### src/rtl/keypad_pkg.sv
// Shared constants, FSM encoding and frame-capture record for the keypad scanner.
package keypad_pkg;

  localparam int KP_COLS   = 4;
  localparam int KP_ROWS   = 6;
  localparam int KP_COL_W  = $clog2(KP_COLS);
  localparam int KP_ROW_W  = $clog2(KP_ROWS);
  localparam int KP_CODE_W = 5;

  localparam logic [KP_CODE_W-1:0] KP_CODE_NONE = 5'd31;

  typedef enum logic [1:0] {
    IDLE,
    PRESS_DB,
    HELD,
    REL_DB
  } kp_state_e;

  // Lowest key seen so far in the current frame.
  typedef struct packed {
    logic                 hit;
    logic [KP_CODE_W-1:0] code;
  } kp_scan_t;

endpackage

### src/rtl/keypad_col_sequencer.sv
// Column drive ring: holds each column low for SCAN_DIV cycles and flags the
// last dwell cycle (row sample point) and the last column's sample (frame end).
module keypad_col_sequencer
  import keypad_pkg::*;
#(
  parameter int SCAN_DIV = 2500,
  parameter int COLS     = KP_COLS
) (
  input  logic                clk,
  input  logic                rst,
  output logic [COLS-1:0]     key_out,
  output logic [KP_COL_W-1:0] col_idx,
  output logic                sample_en,
  output logic                frame_end
);

  localparam int DW = $clog2(SCAN_DIV);
  localparam logic [DW-1:0]       DW_LAST  = DW'(SCAN_DIV - 1);
  localparam logic [KP_COL_W-1:0] COL_LAST = KP_COL_W'(COLS - 1);

  logic [DW-1:0] dwell;

  assign sample_en = (dwell == DW_LAST);
  assign frame_end = sample_en && (col_idx == COL_LAST);

  // Dwell counter wraps on the sample cycle, which also steps the column ring.
  always_ff @(posedge clk) begin
    if (rst) begin
      dwell   <= '0;
      col_idx <= '0;
      key_out <= {{(COLS-1){1'b1}}, 1'b0};
    end else if (sample_en) begin
      dwell   <= '0;
      col_idx <= (col_idx == COL_LAST) ? '0 : col_idx + 1'b1;
      key_out <= {key_out[COLS-2:0], key_out[COLS-1]};
    end else begin
      dwell   <= dwell + 1'b1;
    end
  end

endmodule

### src/rtl/keypad_matrix_scanner.sv
// 4x6 key matrix scanner: synchronises rows, captures the lowest key per frame,
// debounces press and release over DEBOUNCE_CNT frames and reports one code per press.
module keypad_matrix_scanner
  import keypad_pkg::*;
#(
  parameter int SCAN_DIV     = 2500,
  parameter int DEBOUNCE_CNT = 8,
  parameter int COLS         = KP_COLS,
  parameter int ROWS         = KP_ROWS
) (
  input  logic                 clk,
  input  logic                 rst,
  input  logic [ROWS-1:0]      key_in,
  output logic [COLS-1:0]      key_out,
  output logic [KP_CODE_W-1:0] key_code,
  output logic                 key_valid,
  output logic                 key_held
);

  localparam int CW = $clog2(DEBOUNCE_CNT + 1);
  localparam logic [CW-1:0] CNT_LAST = CW'(DEBOUNCE_CNT - 1);
  localparam logic [CW-1:0] CNT_ONE  = CW'(1);

  logic [KP_COL_W-1:0] col_idx;
  logic                sample_en, frame_end;

  keypad_col_sequencer #(.SCAN_DIV(SCAN_DIV), .COLS(COLS)) u_seq (
    .clk       (clk),
    .rst       (rst),
    .key_out   (key_out),
    .col_idx   (col_idx),
    .sample_en (sample_en),
    .frame_end (frame_end)
  );

  // Two-flop row synchroniser; rows idle high. The sample point sits two cycles
  // after the column switch at the earliest, so the delayed rows still belong to it.
  logic [1:0][ROWS-1:0] key_sync;
  always_ff @(posedge clk) begin
    if (rst) key_sync <= '1;
    else     key_sync <= {key_sync[0], key_in};
  end

  // Lowest active (low) row of the currently driven column.
  logic                row_hit;
  logic [KP_ROW_W-1:0] row_sel;
  always_comb begin
    row_hit = 1'b0;
    row_sel = '0;
    for (int r = ROWS - 1; r >= 0; r--) begin
      if (!key_sync[1][r]) begin
        row_hit = 1'b1;
        row_sel = KP_ROW_W'(r);
      end
    end
  end

  logic [KP_CODE_W-1:0] col_code;
  assign col_code = KP_CODE_W'(col_idx) * KP_CODE_W'(ROWS) + KP_CODE_W'(row_sel);

  // Columns arrive in ascending order, so the first hit of a frame is the lowest code.
  kp_scan_t best_q;
  always_ff @(posedge clk) begin
    if (rst || frame_end)
      best_q <= '{hit: 1'b0, code: KP_CODE_NONE};
    else if (sample_en && row_hit && !best_q.hit)
      best_q <= '{hit: 1'b1, code: col_code};
  end

  // Frame result includes the last column, whose sample coincides with frame_end.
  logic [KP_CODE_W-1:0] frame_res;
  assign frame_res = best_q.hit ? best_q.code : (row_hit ? col_code : KP_CODE_NONE);

  kp_state_e            state_q, state_d;
  logic [KP_CODE_W-1:0] cand_q, cand_d;
  logic [CW-1:0]        cnt_q, cnt_d;
  logic [KP_CODE_W-1:0] code_d;
  logic                 valid_d, held_d;

  // Debounce state and output registers.
  always_ff @(posedge clk) begin
    if (rst) begin
      state_q   <= IDLE;
      cand_q    <= KP_CODE_NONE;
      cnt_q     <= '0;
      key_code  <= KP_CODE_NONE;
      key_valid <= 1'b0;
      key_held  <= 1'b0;
    end else begin
      state_q   <= state_d;
      cand_q    <= cand_d;
      cnt_q     <= cnt_d;
      key_code  <= code_d;
      key_valid <= valid_d;
      key_held  <= held_d;
    end
  end

  // Debounce transitions, evaluated once per frame end.
  always_comb begin
    state_d = state_q;
    cand_d  = cand_q;
    cnt_d   = cnt_q;
    code_d  = key_code;
    valid_d = 1'b0;
    held_d  = key_held;
    if (frame_end) begin
      unique case (state_q)
        IDLE: begin
          if (frame_res != KP_CODE_NONE) begin
            cand_d  = frame_res;
            cnt_d   = CNT_ONE;
            state_d = PRESS_DB;
          end
        end
        PRESS_DB: begin
          if (frame_res == cand_q) begin
            if (cnt_q == CNT_LAST) begin
              code_d  = cand_q;
              valid_d = 1'b1;
              held_d  = 1'b1;
              state_d = HELD;
            end else begin
              cnt_d = cnt_q + 1'b1;
            end
          end else if (frame_res == KP_CODE_NONE) begin
            state_d = IDLE;
          end else begin
            cand_d = frame_res;
            cnt_d  = CNT_ONE;
          end
        end
        HELD: begin
          if (frame_res == KP_CODE_NONE) begin
            cnt_d   = CNT_ONE;
            state_d = REL_DB;
          end
        end
        REL_DB: begin
          if (frame_res != KP_CODE_NONE) begin
            cnt_d   = '0;
            state_d = HELD;
          end else if (cnt_q == CNT_LAST) begin
            held_d  = 1'b0;
            state_d = IDLE;
          end else begin
            cnt_d = cnt_q + 1'b1;
          end
        end
        default: state_d = IDLE;
      endcase
    end
  end

endmodule

### config.mk
export PLATFORM = sky130hd
export DESIGN_NAME = keypad_matrix_scanner
export DESIGN_NICKNAME = d
export VERILOG_FILES = /design/src/rtl/keypad_pkg.sv /design/src/rtl/keypad_col_sequencer.sv /design/src/rtl/keypad_matrix_scanner.sv
export SDC_FILE = /design/constraint.sdc
export NUM_CORES = 1
export LEC_CHECK = 0
export ABC_AREA = 1
export BUFFER_PORTS_ARGS = -buffer_cell sky130_fd_sc_hd__buf_2
export CORE_MARGIN = 8
export CORE_UTILIZATION = 45
export CTS_CLUSTER_SIZE = 16
export DETAILED_ROUTE_END_ITERATION = 8
export GPL_TIMING_DRIVEN = 0
export HOLD_SLACK_MARGIN = 0.02
export PLACE_DENSITY = 0.62
export SYNTH_ARGS = -nofsm -noshare
export SYNTH_HDL_FRONTEND = slang
export SYNTH_SLANG_ARGS = --single-unit
### constraint.sdc
create_clock -name clk -period 3.95 [get_ports clk]
set_input_delay 0.79 -clock clk [delete_from_list [all_inputs] [get_ports clk]]
set_output_delay 0.79 -clock clk [all_outputs]
set_load 0.01 [all_outputs]
==> impl_metrics.toml, run 1 <==
[status]
outcome = "complete, no violations"

[route]
routed.top_layer = "met4"
route.met3.wl_um = 176
drtIter0Drc = 82
dr.pass1.iters = 4
dr_total_vias = 2185
vias_per_cell = 4.888
wl_met1_mm = 2.665
drc = 0
wl_met2_mm = 2.315
routed_wirelength_mm = 5.202
ant_nets = 0
post_drt_wl_per_cell_um = 11.64

[floorplanning]
design.die.area_um2 = 8845
core_um2 = 5921
io_pins = 19
initial_core_util_pct = 46.30
rows = 28
die_y_um = 94.05
die_w_um = 94.05

[grt]
grt_antenna_before_repair = 0
grt_pass1_wl_mm = 9.197
grt_pass1_vias = 2069
grt_overflow = 0
grt_use_total_pct = 12.71
grt_max_degree = 19

[power_and_ir_drop]
ir_drop_mv = 0.1522
p_leak_nw = 1.381
swShare_pct = 26.70
internal-power_mw = 0.7122
clkPwrFrac_pct = 33.4
pwr_density_cell_nw_per_um2 = 322.1
pwr-share-seq_pct = 57.2
switchingPower_mw = 0.2594
p_total_mw = 0.9716
power_frac_comb_pct = 9.4

[synthesis]
syn-mean-instance-area_um2 = 7.923
synth.distinct_cells = 40
synth-async-reset-ratio_pct = 0
synth_flop_cell = "dfxtp_1"
synth_seq_cells = 54
synth-seq-area-share_pct = 39.43
synth_enable_flop_cells = 0
syn_inst = 346
yosys_warnings = 0
synth_area_um2 = 2741
syn_nets = 362

[finish]
final_nets = 387
drive_gt1_share_pct = 25.81
syn2layout_area_growth_pct = 10.04
antenna_cells = 0
utilization_pct = 50.95

[min_path]
hp-start = "key_sync[0]"
min_path_type = "flip-flop to flip-flop"

[setup_path]
cp_max_fo = 4
path_delay_family = "simple AND/OR/NAND/NOR gates"
crit_top_cell = "nand2_1"
worstPathArrival_ns = 3.09
slowest_delay_ns = 0.38
crit_buf_inv = 2
timing.critical_path.from = "key_sync[6]"
cpMaxStageDelayCell = "fa_1"
cp-end-kind = "flip-flop"
critical_path_class = "flip-flop to flip-flop"
cp-start-kind = "flip-flop"
worstReg2RegStart = "key_sync[6]"
required_ns = 4.20
crit_chain = "nand2_1 > a21oi_1 > ha_1 > inv_1 > fa_1 > nand2_1 > inv_1 > nor2_1 > nand3_2 > nand2_2 > nand2_1 > nand2_1 > nand2_1 > nor2_2 > nand3_2 > nand2_2 > nand2_2 > nand3_1 > nand2_1 > nor2_2"

[placed_design]
numPortBuffers = 18
hpwl_mm = 3.929
place.gp.congestion = 0.9311

[timing]
setup_viol = 0
tns_ns = 0
grt_setup_unrepaired = "no"
drv_slew = 0
hold_viol_final = 0
tightestPinTransition_ns = 0.5922
relSlewSlack_pct = 60.52
fin_skew_ns = 0.01288
min_period_ns = 2.844
period_share_pct = 72.00
fmax_mhz = 351.6

[cts]
cts_num_sinks = 54
clock_path_buffers = 2
root_buffer = "clkbuf_8"
post-cts-setup-buffer-count = 0
ctsHoldBuffers = 0
htree_levels = 2
cts_resized = 0
clock_latency_ns = 0.31
tritoncts = "yes"
cts_buffers = 5
clk_pin_slew_ns = 0.10

[run]
maxCapViolations = 0
==> Yosys cell counts (2+ instances only) <==
master    instances  area [µm²]
nor2_1           23       86.33
inv_1            39       146.4
a31oi_1           2       12.51
nand3_2           4       40.04
clkbuf_1          4       15.01
nor2_4            6       67.56
nand4_1           5       31.28
a21oi_1          18       90.09
ha_1              7       87.58
nand3_1          20       100.1
o211ai_2          5       62.56
xor2_1            2       17.52
o211ai_1          8       60.06
nor3_1            5       25.02
or2_2            13       81.33
nand2_2          19       118.9
o21ai_0          12       60.06
nand2_1          66       247.7
or2_1             3       18.77
dfxtp_1          54        1081
nand2_4           7       78.83
inv_2             4       15.01
nor2_2            3       18.77
==> power by group through the flow <==
stage          clock network (mW)  registers, mW  logic [mW]
2_1_floorplan                   0          0.568      0.0749
3_3_place_gp                    0          0.568      0.0912
3_5_place_dp                    0          0.568      0.0927
5_1_grt                     0.359          0.557       0.104
6_report                    0.324          0.556      0.0917
4_1_cts                     0.330          0.556      0.0930
==> stage by stage <==
stage               instance area (µm²)  worst slack [ns]  instances  hold WS (ns)
floorplan                          2741             1.465        346        0.3895
global placement                   2925             1.158        439        0.3943
detailed placement                 2925             1.162        439        0.3941
CTS                                3017             1.131        447        0.4145
global route                       3017            0.8248        447        0.4214
finish                             3017             1.106        447        0.4135
==> cell type report <==
cell class,count,area [µm²]
multi-input combinational,241,1456
inverter,45,170.2
sequential,54,1081
timing repair buffer,18,90.09
clock inverter,3,22.52
clock buffer,5,68.82
fill,582,2904
tap,75,93.84
buffer,6,33.78
==> routing by layer <==
metal  GRT usage (%)  vias up
met3           3.118        4
li1                -     1166
met1           16.36      984
met4           3.831        0
met5               0        -
met2           20.36       31
==> registers in the layout (all words and copies together), names as in the netlist <==
name / count
cand_q: 5
u_seq.key_out: 4
key_code: 5
state_q: 2
key_valid: 1
key_sync: 12
u_seq.dwell: 12
u_seq.col_idx: 2
cnt_q: 4
best_q: 6
key_held: 1
==> path summary, 6_finish.rpt <==
path / cells past startpoint / to / slack (ns)
setup / recovery: 20 / state_q[0] / 1.11
hold / removal: 1 / key_sync[6] / 0.41
setup reg to reg: 20 / state_q[0] / 1.11
hold reg to reg: 1 / key_sync[6] / 0.41
==> placed cells by master, fill, tap and decap left out, types with 12 or more instances in the layout <==
| master | netlist | routed |
|---|---|---|
| inv_1 | 39 | 39 |
| nand2_2 | 19 | 19 |
| buf_2 | 0 | 18 |
| nand3_1 | 20 | 20 |
| o21ai_0 | 12 | 12 |
| or2_2 | 13 | 13 |
| a21oi_1 | 18 | 18 |
| nor2_1 | 23 | 23 |
| dfxtp_1 | 54 | 54 |
| nand2_1 | 66 | 66 |
==> kinds of logic after synthesis <==
kind of cell	Yosys count	synth area share, %
flip-flops	54	39.43
AO/OA/AOI/OAI	49	11.91
buffers and inverters	51	7.439
AND/OR/NAND/NOR	182	36.65
adder cells (fa/ha/maj)	8	3.925
XOR/XNOR	2	0.6391
Power figures use the tool's default switching activity.
==> inputs of run 2 (changes only) <==
--- a/config.mk
+++ b/config.mk
@@ -5,7 +5,7 @@
 export SDC_FILE = /design/constraint.sdc
 export NUM_CORES = 1
 export LEC_CHECK = 0
-export ABC_AREA = 1
+export ABC_AREA = 0
 export BUFFER_PORTS_ARGS = -buffer_cell sky130_fd_sc_hd__buf_2
 export CORE_MARGIN = 8
 export CORE_UTILIZATION = 45
==> constraint.sdc (replaced) <==
create_clock -name clk -period 2.8 [get_ports clk]
set_input_delay 0.56 -clock clk [delete_from_list [all_inputs] [get_ports clk]]
set_output_delay 0.56 -clock clk [all_outputs]
set_load 0.01 [all_outputs]
==> run 2 against run 1 <==
  * The flow now finishes with violations (setup timing)
  * Final cell count down 6.9%
  * Die area down 2.2%
  * Via count up 0.87%
  * Utilization up 4.1 points
  * Clock skew down 0.0070 ns
  * Power up 52%
  * Setup slack worse by 1.5 ns
  * Worst hold slack better by 0.0025 ns
  * Fmax down 12%
  * Synthesized cell count down 12%
  * Critical path depth down 5
  * Sequential power up 42%
==> impl_metrics.toml, run 2 <==
[synthesis]
synth-async-reset-ratio_pct = 0
syn-mean-instance-area_um2 = 8.779
synth-seq-area-share_pct = 40.51
synth_area_um2 = 2669
synthTopCellsByCount = "dfxtp_1 (54), nor2_1 (35), a21oi_1 (19)"
yosysMostFrequentCell = "dfxtp_1"
yosysTopAreaCell = "dfxtp_1"
syn_inst = 304
netlist.area_leader.share_pct = 40.51
synth.distinct_cells = 61
synth_enable_flop_cells = 0
synth_seq_cells = 54
synth_flop_cell = "dfxtp_1"
yosys_warnings = 0
synthTopCellsByArea = "dfxtp_1 (41%), nor2_1 (4.9%), a21oi_1 (3.6%)"
syn_nets = 320

[floorplanning]
die_y_um = 93.01
initial_core_util_pct = 45.89
design.die.area_um2 = 8651
rows = 28
io_pins = 19
core_um2 = 5816
die_w_um = 93.01

[finish]
syn2layout_area_growth_pct = 19.88
fill_cells = 585
multi_input_area_um2 = 1592
drive_gt1_share_pct = 26.39
antenna_cells = 0
final_nets = 356
reg.largest.list = "key_sync: 12 flops, u_seq.dwell: 12 flops, best_q: 6 flops"
final_cell_mix = "dfxtp_1 (49), nor2_1 (35), buf_2 (22), nand2_1 (18), a21oi_1 (17)"
utilization_pct = 55.01
ff_latch_area_um2 = 1092
mostFrequentLayoutCell = "dfxtp_1"

[cts]
tritoncts = "yes"
clock_path_buffers = 2
clk_pin_slew_ns = 0.10
cts_buffers = 5
ctsHoldBuffers = 0
clock_latency_ns = 0.31
htree_levels = 2
cts_num_sinks = 54
root_buffer = "clkbuf_8"

[timing]
min_period_ns = 3.233
fin_ws_ns = -0.4328
fmax_mhz = 309.3
fin_skew_ns = 0.005878
relSlewSlack_pct = 62.30
drv_slew = 0
period_share_pct = 115.5
tightestPinTransition_ns = 0.5612
setup_viol = 18
hold_viol_final = 0
whs_ns = 0.4161
grt_setup_unrepaired = "yes"

[route]
routed_wirelength_mm = 5.573
ant_nets = 0
drtIter0Drc = 60
vias_per_cell = 5.298
drc = 0
dr.pass1.iters = 4
post_drt_wl_per_cell_um = 13.40
dr_total_vias = 2204

[power_and_ir_drop]
swShare_pct = 24.73
p_leak_nw = 1.248
internal-power_mw = 1.108
pwr_density_cell_nw_per_um2 = 460.2
power_frac_comb_pct = 9.0
ir_drop_mv = 0.4146
clkPwrFrac_pct = 37.6
switchingPower_mw = 0.3641
pwr-share-seq_pct = 53.5

[setup_path]
required_ns = 3.05
cp-end-kind = "flip-flop"
cp_max_fo = 6
cp-start-kind = "flip-flop"
worstPathArrival_ns = 3.48
critical_path_class = "flip-flop to flip-flop"

[run]
maxCapViolations = 0

[placed_design]
dp_slack_ns = -0.6369
numPortBuffers = 18
place.gp.congestion = 0.7644
hpwl_mm = 3.901

[min_path]
min_path_type = "flip-flop to flip-flop"

[grt]
grt_pass1_wl_mm = 9.729
grt_pass1_vias = 2180
grt_overflow = 0
grt_use_total_pct = 13.52
grt_antenna_before_repair = 0
grt_max_degree = 19

[status]
outcome = "finished with violations"
violations = "setup timing"
==> run 2: final cells by class <==
| cell class | instances | area share (%) |
|---|---|---|
| well taps | 75 | 2.933 |
| repair buffers | 29 | 5.358 |
| clock buffers | 5 | 2.151 |
| multi-input cells | 222 | 49.75 |
| clock inverters | 3 | 1.525 |
| plain buffers | 14 | 2.425 |
| inverters | 14 | 1.721 |
| flip-flops and latches | 54 | 34.14 |
==> run 2: worst paths after layout <==
| check | cells past startpoint | slack, ns | end | startpoint |
|---|---|---|---|---|
| min reg2reg | 1 | 0.42 | key_sync[9] | key_sync[3] |
| max reg2reg | 15 | -0.43 | key_code[2] | key_sync[6] |
| min | 1 | 0.42 | key_sync[9] | key_sync[3] |
| max | 15 | -0.43 | key_code[2] | key_sync[6] |
==> run 2: worst max-delay path: stages (launching register included) <==
cell and delay, ns:
dfxtp_4 0.39, inv_4 0.04, a211oi_2 0.19, ha_2 0.22
inv_2 0.04, fa_2 0.54, nor2b_4 0.21, nor3_4 0.06
nor4bb_4 0.34, o31ai_4 0.12, or3_1 0.40, buf_6 0.15
nor3_4 0.16, buf_6 0.15, nor3_1 0.04, a21oi_1 0.13
==> run 2: repair_timing <==
| action | CTS | global route |
|---|---|---|
| setup buffers | 8 | 1 |
| endpoints found under the setup margin | 18 | 18 |
| resized for setup | 19 | 5 |
| gates cloned | 2 | 0 |
| hold endpoints to repair | 0 | 0 |
| pin swaps | 15 | 2 |
==> run 2: power groups by stage <==
stage / clock (mW) / combinational (mW) / sequential [mW]
global route: 0.596 / 0.146 / 0.789
floorplan: 0 / 0.0919 / 0.803
detailed placement: 0 / 0.119 / 0.805
CTS: 0.563 / 0.132 / 0.788
finish: 0.553 / 0.132 / 0.787
global placement: 0 / 0.117 / 0.805
==> run 2: logic make-up (layout without fill, tap and decap cells) <==
group | Yosys count | in the layout | share of synthesized area (%)
adders and majority gates | 8 | 8 | 4.032
xor gates and xnor gates | 15 | 15 | 4.922
AOI/OAI and AO/OA | 53 | 53 | 14.02
DFF | 54 | 54 | 40.51
and+or+nand+nor | 139 | 139 | 29.16
muxes | 7 | 7 | 2.860
buffers and inverters | 28 | 65 | 4.501
==> run 2: routing by layer <==
metal / wire length, µm / up-vias / GRT usage [%]
met5: 0 / - / 0
met4: 18 / 0 / 2.953
met3: 231 / 2 / 4.487
met2: 2758 / 36 / 23.43
met1: 2565 / 1033 / 15.78
li1: - / 1133 / -
==> run 2: through the flow <==
stage	power [mW]	instances	area (µm²)	TNS [ns]
floorplan	0.8951	304	2726	-3.049
global placement	0.9217	397	2910	-8.327
detailed placement	0.9237	397	2910	-8.857
CTS	1.483	415	3169	-7.143
global route	1.531	416	3199	-10.56
finish	1.472	416	3199	-6.866
